[src/rtl/div_sequencer.sv]
// Multi-cycle RV32M divider (DIV/DIVU/REM/REMU) using a restoring radix-2 datapath.
// One operation in flight at a time; request and response use valid/ready handshakes.
module div_sequencer #(
  parameter int WIDTH = 32,
  parameter int CNT_W = $clog2(WIDTH) + 1
) (
  input  logic             clk,
  input  logic             rst_n,
  input  logic             in_valid,
  output logic             in_ready,
  input  logic [1:0]       op,
  input  logic [WIDTH-1:0] dividend,
  input  logic [WIDTH-1:0] divisor,
  input  logic             flush,
  output logic             out_valid,
  input  logic             out_ready,
  output logic [WIDTH-1:0] result,
  output logic             busy
);

  typedef enum logic [1:0] {
    S_IDLE = 2'd0,
    S_BUSY = 2'd1,
    S_FIX  = 2'd2,
    S_DONE = 2'd3
  } state_t;

  localparam logic [WIDTH-1:0] ZERO   = {WIDTH{1'b0}};
  localparam logic [WIDTH-1:0] ONES   = {WIDTH{1'b1}};
  localparam logic [WIDTH-1:0] MINNEG = {1'b1, {(WIDTH-1){1'b0}}};

  // Two's complement negation, ~x + 1.
  function automatic logic [WIDTH-1:0] f_neg(input logic [WIDTH-1:0] x);
    f_neg = ~x + {{(WIDTH-1){1'b0}}, 1'b1};
  endfunction

  state_t             r_state;
  state_t             w_next_state;
  logic [CNT_W-1:0]   r_cnt;
  logic [WIDTH-1:0]   r_quo;
  logic [WIDTH-1:0]   r_rem;
  logic [WIDTH-1:0]   r_div;
  logic [WIDTH-1:0]   r_result;
  logic               r_rem_sel;
  logic               r_dd_neg;
  logic               r_dv_neg;
  logic               r_out_valid;
  logic               r_busy;
  logic               r_in_ready;

  logic               w_signed_in;
  logic               w_dd_neg;
  logic               w_dv_neg;
  logic [WIDTH-1:0]   w_dd_mag;
  logic [WIDTH-1:0]   w_dv_mag;
  logic               w_div_zero;
  logic               w_ovf;
  logic [WIDTH-1:0]   w_spec_quo;
  logic [WIDTH-1:0]   w_spec_rem;
  logic [WIDTH:0]     w_shift;
  logic [WIDTH:0]     w_trial;
  logic               w_ge;
  logic [WIDTH-1:0]   w_iter_quo;
  logic [WIDTH-1:0]   w_iter_rem;
  logic [WIDTH-1:0]   w_fix_quo;
  logic [WIDTH-1:0]   w_fix_rem;
  logic               w_ld_spec;
  logic               w_ld_norm;
  logic               w_iter;
  logic               w_fix;

  // Operand decode at accept time: signedness, magnitudes and special cases.
  assign w_signed_in = ~op[0];
  assign w_dd_neg    = w_signed_in & dividend[WIDTH-1];
  assign w_dv_neg    = w_signed_in & divisor[WIDTH-1];
  assign w_dd_mag    = w_dd_neg ? f_neg(dividend) : dividend;
  assign w_dv_mag    = w_dv_neg ? f_neg(divisor) : divisor;
  assign w_div_zero  = (divisor == ZERO);
  assign w_ovf       = w_signed_in & (dividend == MINNEG) & (divisor == ONES);
  assign w_spec_quo  = w_div_zero ? ONES : dividend;
  assign w_spec_rem  = w_div_zero ? dividend : ZERO;

  // The shifted partial remainder is below 2*divisor, so bit WIDTH of the trial is its sign.
  assign w_shift     = {r_rem, r_quo[WIDTH-1]};
  assign w_trial     = w_shift - {1'b0, r_div};
  assign w_ge        = ~w_trial[WIDTH];
  assign w_iter_quo  = {r_quo[WIDTH-2:0], w_ge};
  assign w_iter_rem  = w_ge ? w_trial[WIDTH-1:0] : w_shift[WIDTH-1:0];

  assign w_fix_quo   = (r_dd_neg ^ r_dv_neg) ? f_neg(r_quo) : r_quo;
  assign w_fix_rem   = r_dd_neg ? f_neg(r_rem) : r_rem;

  // Next-state and datapath enable decode.
  always_comb begin
    w_next_state = r_state;
    w_ld_spec    = 1'b0;
    w_ld_norm    = 1'b0;
    w_iter       = 1'b0;
    w_fix        = 1'b0;
    case (r_state)
      S_IDLE: begin
        if (in_valid && !flush) begin
          if (w_div_zero || w_ovf) begin
            w_ld_spec    = 1'b1;
            w_next_state = S_DONE;
          end else begin
            w_ld_norm    = 1'b1;
            w_next_state = S_BUSY;
          end
        end else begin
          w_next_state = S_IDLE;
        end
      end
      S_BUSY: begin
        if (flush) begin
          w_next_state = S_IDLE;
        end else begin
          w_iter = 1'b1;
          if (r_cnt == CNT_W'(1)) begin
            w_next_state = S_FIX;
          end else begin
            w_next_state = S_BUSY;
          end
        end
      end
      S_FIX: begin
        if (flush) begin
          w_next_state = S_IDLE;
        end else begin
          w_fix        = 1'b1;
          w_next_state = S_DONE;
        end
      end
      S_DONE: begin
        if (flush || out_ready) begin
          w_next_state = S_IDLE;
        end else begin
          w_next_state = S_DONE;
        end
      end
      default: begin
        w_next_state = S_IDLE;
      end
    endcase
  end

  // State register.
  always_ff @(posedge clk) begin
    if (!rst_n) begin
      r_state <= S_IDLE;
    end else begin
      r_state <= w_next_state;
    end
  end

  // Handshake/status outputs registered from the next state.
  always_ff @(posedge clk) begin
    if (!rst_n) begin
      r_out_valid <= 1'b0;
      r_busy      <= 1'b0;
      r_in_ready  <= 1'b1;
    end else begin
      r_out_valid <= (w_next_state == S_DONE);
      r_busy      <= (w_next_state != S_IDLE);
      r_in_ready  <= (w_next_state == S_IDLE);
    end
  end

  // Enable-gated datapath registers; nothing here changes while waiting in DONE.
  always_ff @(posedge clk) begin
    if (!rst_n) begin
      r_cnt     <= {CNT_W{1'b0}};
      r_quo     <= ZERO;
      r_rem     <= ZERO;
      r_div     <= ZERO;
      r_result  <= ZERO;
      r_rem_sel <= 1'b0;
      r_dd_neg  <= 1'b0;
      r_dv_neg  <= 1'b0;
    end else if (w_ld_spec) begin
      r_quo     <= w_spec_quo;
      r_rem     <= w_spec_rem;
      r_result  <= op[1] ? w_spec_rem : w_spec_quo;
      r_rem_sel <= op[1];
      r_dd_neg  <= w_dd_neg;
      r_dv_neg  <= w_dv_neg;
      r_cnt     <= {CNT_W{1'b0}};
    end else if (w_ld_norm) begin
      r_quo     <= w_dd_mag;
      r_rem     <= ZERO;
      r_div     <= w_dv_mag;
      r_cnt     <= CNT_W'(WIDTH);
      r_rem_sel <= op[1];
      r_dd_neg  <= w_dd_neg;
      r_dv_neg  <= w_dv_neg;
    end else if (w_iter) begin
      r_quo     <= w_iter_quo;
      r_rem     <= w_iter_rem;
      r_cnt     <= r_cnt - CNT_W'(1);
    end else if (w_fix) begin
      r_quo     <= w_fix_quo;
      r_rem     <= w_fix_rem;
      r_result  <= r_rem_sel ? w_fix_rem : w_fix_quo;
    end
  end

  assign out_valid = r_out_valid;
  assign busy      = r_busy;
  assign in_ready  = r_in_ready;
  assign result    = r_result;

endmodule

[config.mk]
export PLATFORM = sky130hd
export DESIGN_NAME = div_sequencer
export DESIGN_NICKNAME = d
export VERILOG_FILES = /design/src/rtl/div_sequencer.sv
export SDC_FILE = /design/constraint.sdc
export NUM_CORES = 1
export LEC_CHECK = 0
export CORE_MARGIN = 8
export CORE_UTILIZATION = 50
export DETAILED_ROUTE_END_ITERATION = 8
export GPL_TIMING_DRIVEN = 0
export PLACE_DENSITY_LB_ADDON = 0.2
export SKIP_CTS_REPAIR_TIMING = 1
export SLEW_MARGIN = 20
export SYNTH_ARGS = -nofsm -noshare
export SYNTH_HDL_FRONTEND = slang
export SYNTH_SLANG_ARGS = --single-unit
[constraint.sdc]
create_clock -name clk -period 3.05 [get_ports clk]
set_input_delay 0.305 -clock clk [delete_from_list [all_inputs] [get_ports clk]]
set_output_delay 0.305 -clock clk [all_outputs]
set_load 0.01 [all_outputs]
==> metrics.txt <==
Fin Setup TNS -1.42 ns; most common cell after layout, fill and taps aside nor2_1; FMAX 0.314 GHz; Hold Path Depth 3; Pwr Total 7.14 mW; Initial DRT Pass Iterations 9; Die ar. 0.0290 sq mm; failing checks setup timing; first-pass GRT wire length 80.0 mm; clk sink count 142; met1 usage 43.6%; die width 170 um; Iteration-0 DRC Markers 2083; Setup Skew 0.0130 ns; Tightest Pin Transition 1.03 ns; antenna violations before repair 1; Crit path max-delay family compound AO/OA/AOI/OAI gates; most frequent cells in the layout nor2_1, a21oi_1, nand2_1; total grt overflow 0; Slew Viols, Final 0; library cells used by synthesis 80; largest net degree at the start of global routing 17; layout cells sized above 1 14.3%; Fin. Hold Viols 0; Most Used Layer, Global Route met2; maximum clock insertion buffer count 2; final wirelength 55.1 mm; number of buffers and inverters on the critical path 2; syn nets 1765; R2R cell count 13; CP Launch Type flop; filler cell count 2206; H-tree Lvls 4; Final period util 104%; worst slack, placed -2.08 ns; clock latency on the worst-skew pair 0.45 ns; Slew headroom 31.0%; met3 layer usage reported by global route 9.31%; clk slew on worst S/H paths 0.07 ns; PortBufs 101; Post-synth EDFFs 0; fin nets 1913; worst path cell trace clkinvlp_4 -> ha_4 -> fa_2 -> nand2b_4 -> a21o_1 -> a41oi_4 -> a31o_4 -> a21oi_4 -> xnor2_4 -> buf_4 -> o311ai_0 -> a32oi_1 -> o2bb2ai_1; P&R area growth vs syn 26.5%; global-route usage over all layers 36.4%; TritonCTS clock tree built; post-synthesis cell count 1654; Crit. End Element flop; detailed placer's ending HPWL 42.2 mm; CTS Buf Count 17; Synth async-reset ratio 0%; row count 56; Main synth FF type dfxtp_1; CP Class flop to flop; gpl congestion 1.06; vias per inst 6.70; post-synthesis sequential area ratio 23.9%; core box area 0.0234 sq mm; Yosys reg bits 142; Mean Syn Cell Area 7.19 sq um; ANT nets after route 0; CP Depth 13; via count 14300; peak supply drop 0.000291 V; Die Ht 170 um; drc violations 0; antenna cells 0; Max Cap Viol 0; Worst path max stage delay 0.41 ns; power per cell area 474 mW/mm^2; CTS root buffer clkbuf_16; RSZ-0062 raised after global routing true; starting density of the core 50.8%; Arr. time, crit path 3.55 ns; min setup slack post-route -0.132 ns; fin crit period 3.18 ns; Static Leak 5.63 nW; mapped cell area 0.0119 sq mm; routed len/inst 25.8 um; Global Route met2 Usage 57.2%; final setup vio count 22; status complete, but fails checks; Worst EP required 3.42 ns; Yosys warning count 0; Crit Path Max Fanout 8; Critical-path top delay cell dfxtp_4; hold slack 0.212 ns; vias in the first global route 13200; Top Ports 106; type of the worst min-delay path primary input to flop
[sequential cells by signal, indices dropped and copies added (netlist names)]
name,flops
r_div,32
r_rem_sel,1
r_dv_neg,1
r_state,2
out_valid,1
busy,1
r_cnt,6
r_rem,32
r_quo,32
r_dd_neg,1
in_ready,1
result,32
[worst register-to-register path: cells and delay by family (launching register included)]
family,cells,cell delay [ns]
DFF,1,0.41
AOI/OAI and AO/OA,7,1.35
adders and majority gates,2,0.54
xor gates and xnor gates,1,0.30
buffers and inverters,2,0.35
and+or+nand+nor,1,0.16
[area by class of cell]
| class | instances | area (sq um) | area share (%) |
|---|---|---|---|
| sequential | 142 | 2870 | 19.1 |
| clock inverter | 14 | 230 | 1.53 |
| clock buffer | 18 | 429 | 2.85 |
| tap | 319 | 399 | 2.65 |
| buffer | 115 | 564 | 3.75 |
| timing repair buffer | 137 | 1340 | 8.89 |
| multi-input combinational | 1328 | 8980 | 59.7 |
| inverter | 61 | 233 | 1.55 |
[path summary, 6_finish.rpt]
| path | start | endpoint | slack (ns) |
|---|---|---|---|
| max | r_quo[31]$_SDFFE_PN0P_ | r_rem[29]$_SDFFE_PN0P_ | -0.13 |
| min | divisor[0] | r_div[0]$_SDFFE_PN0N_ | 0.21 |
| max reg2reg | r_quo[31]$_SDFFE_PN0P_ | r_rem[29]$_SDFFE_PN0P_ | -0.13 |
| min reg2reg | r_div[18]$_SDFFE_PN0N_ | r_div[18]$_SDFFE_PN0N_ | 0.45 |
[per-stage QoR]
step | area, sq um | cells | utilization [%]
floorplan | 11900 | 1654 | -
global placement | 13300 | 2074 | 57.0
detailed placement | 13300 | 2075 | 57.0
CTS | 14000 | 2107 | 59.8
global route | 15100 | 2134 | 64.3
finish | 15100 | 2134 | 64.3
[cell families (layout without fill, tap and decap cells)]
kind of cell	after synthesis	count (layout)	share of synthesized area, %
compound gates	580	580	31.8
flops	142	142	23.9
simple gates	538	538	21.2
fa+ha+maj	40	40	4.27
buf+inv	184	345	6.09
mux	20	20	1.72
xor+xnor	150	150	11.0
[power breakdown]
group / switching, mW / internal, mW / total (mW)
registers: 0.119 / 1.95 / 2.07
logic: 1.61 / 1.01 / 2.62
clock network: 0.976 / 1.47 / 2.45
total: 2.70 / 4.43 / 7.14
[per-layer routing]
layer,share of wire [%],wire (um)
met4,6.9,3780
met5,0.024,13
met1,37,20600
met3,12,6400
met2,44,24300
[cells in the mapped netlist (5+ instances only)]
library cell / n / share of area (%)
a21oi_1: 173 / 7.3
o21bai_1: 6 / 0.38
o221a_2: 8 / 0.76
o211ai_1: 18 / 1.1
inv_1: 59 / 1.9
mux2i_1: 16 / 1.3
buf_2: 17 / 0.72
nand2_1: 156 / 4.9
nor3_1: 28 / 1.2
nand2b_1: 10 / 0.53
nand4_1: 21 / 1.1
nor2b_1: 7 / 0.37
nand3_1: 21 / 0.88
and2_1: 11 / 0.58
or3_1: 10 / 0.53
xnor2_1: 73 / 5.4
o22ai_1: 8 / 0.42
a221oi_1: 19 / 1.4
and3_1: 14 / 0.74
a22oi_1: 12 / 0.76
dfxtp_1: 142 / 24
ha_1: 39 / 4.1
xor2_1: 77 / 5.7
nor4_1: 18 / 0.95
a211o_1: 5 / 0.37
a221o_1: 6 / 0.50
o41ai_1: 19 / 1.4
or4_1: 10 / 0.63
a21o_1: 9 / 0.57
o21ai_0: 125 / 5.3
a31oi_1: 20 / 1.1
nor2_1: 199 / 6.3
o221ai_1: 10 / 0.74
or2_2: 5 / 0.26
o31ai_1: 18 / 1.1
a211oi_1: 71 / 4.5
clkbuf_1: 98 / 3.1
a22o_1: 8 / 0.59
(Power assumes the default switching activity.)
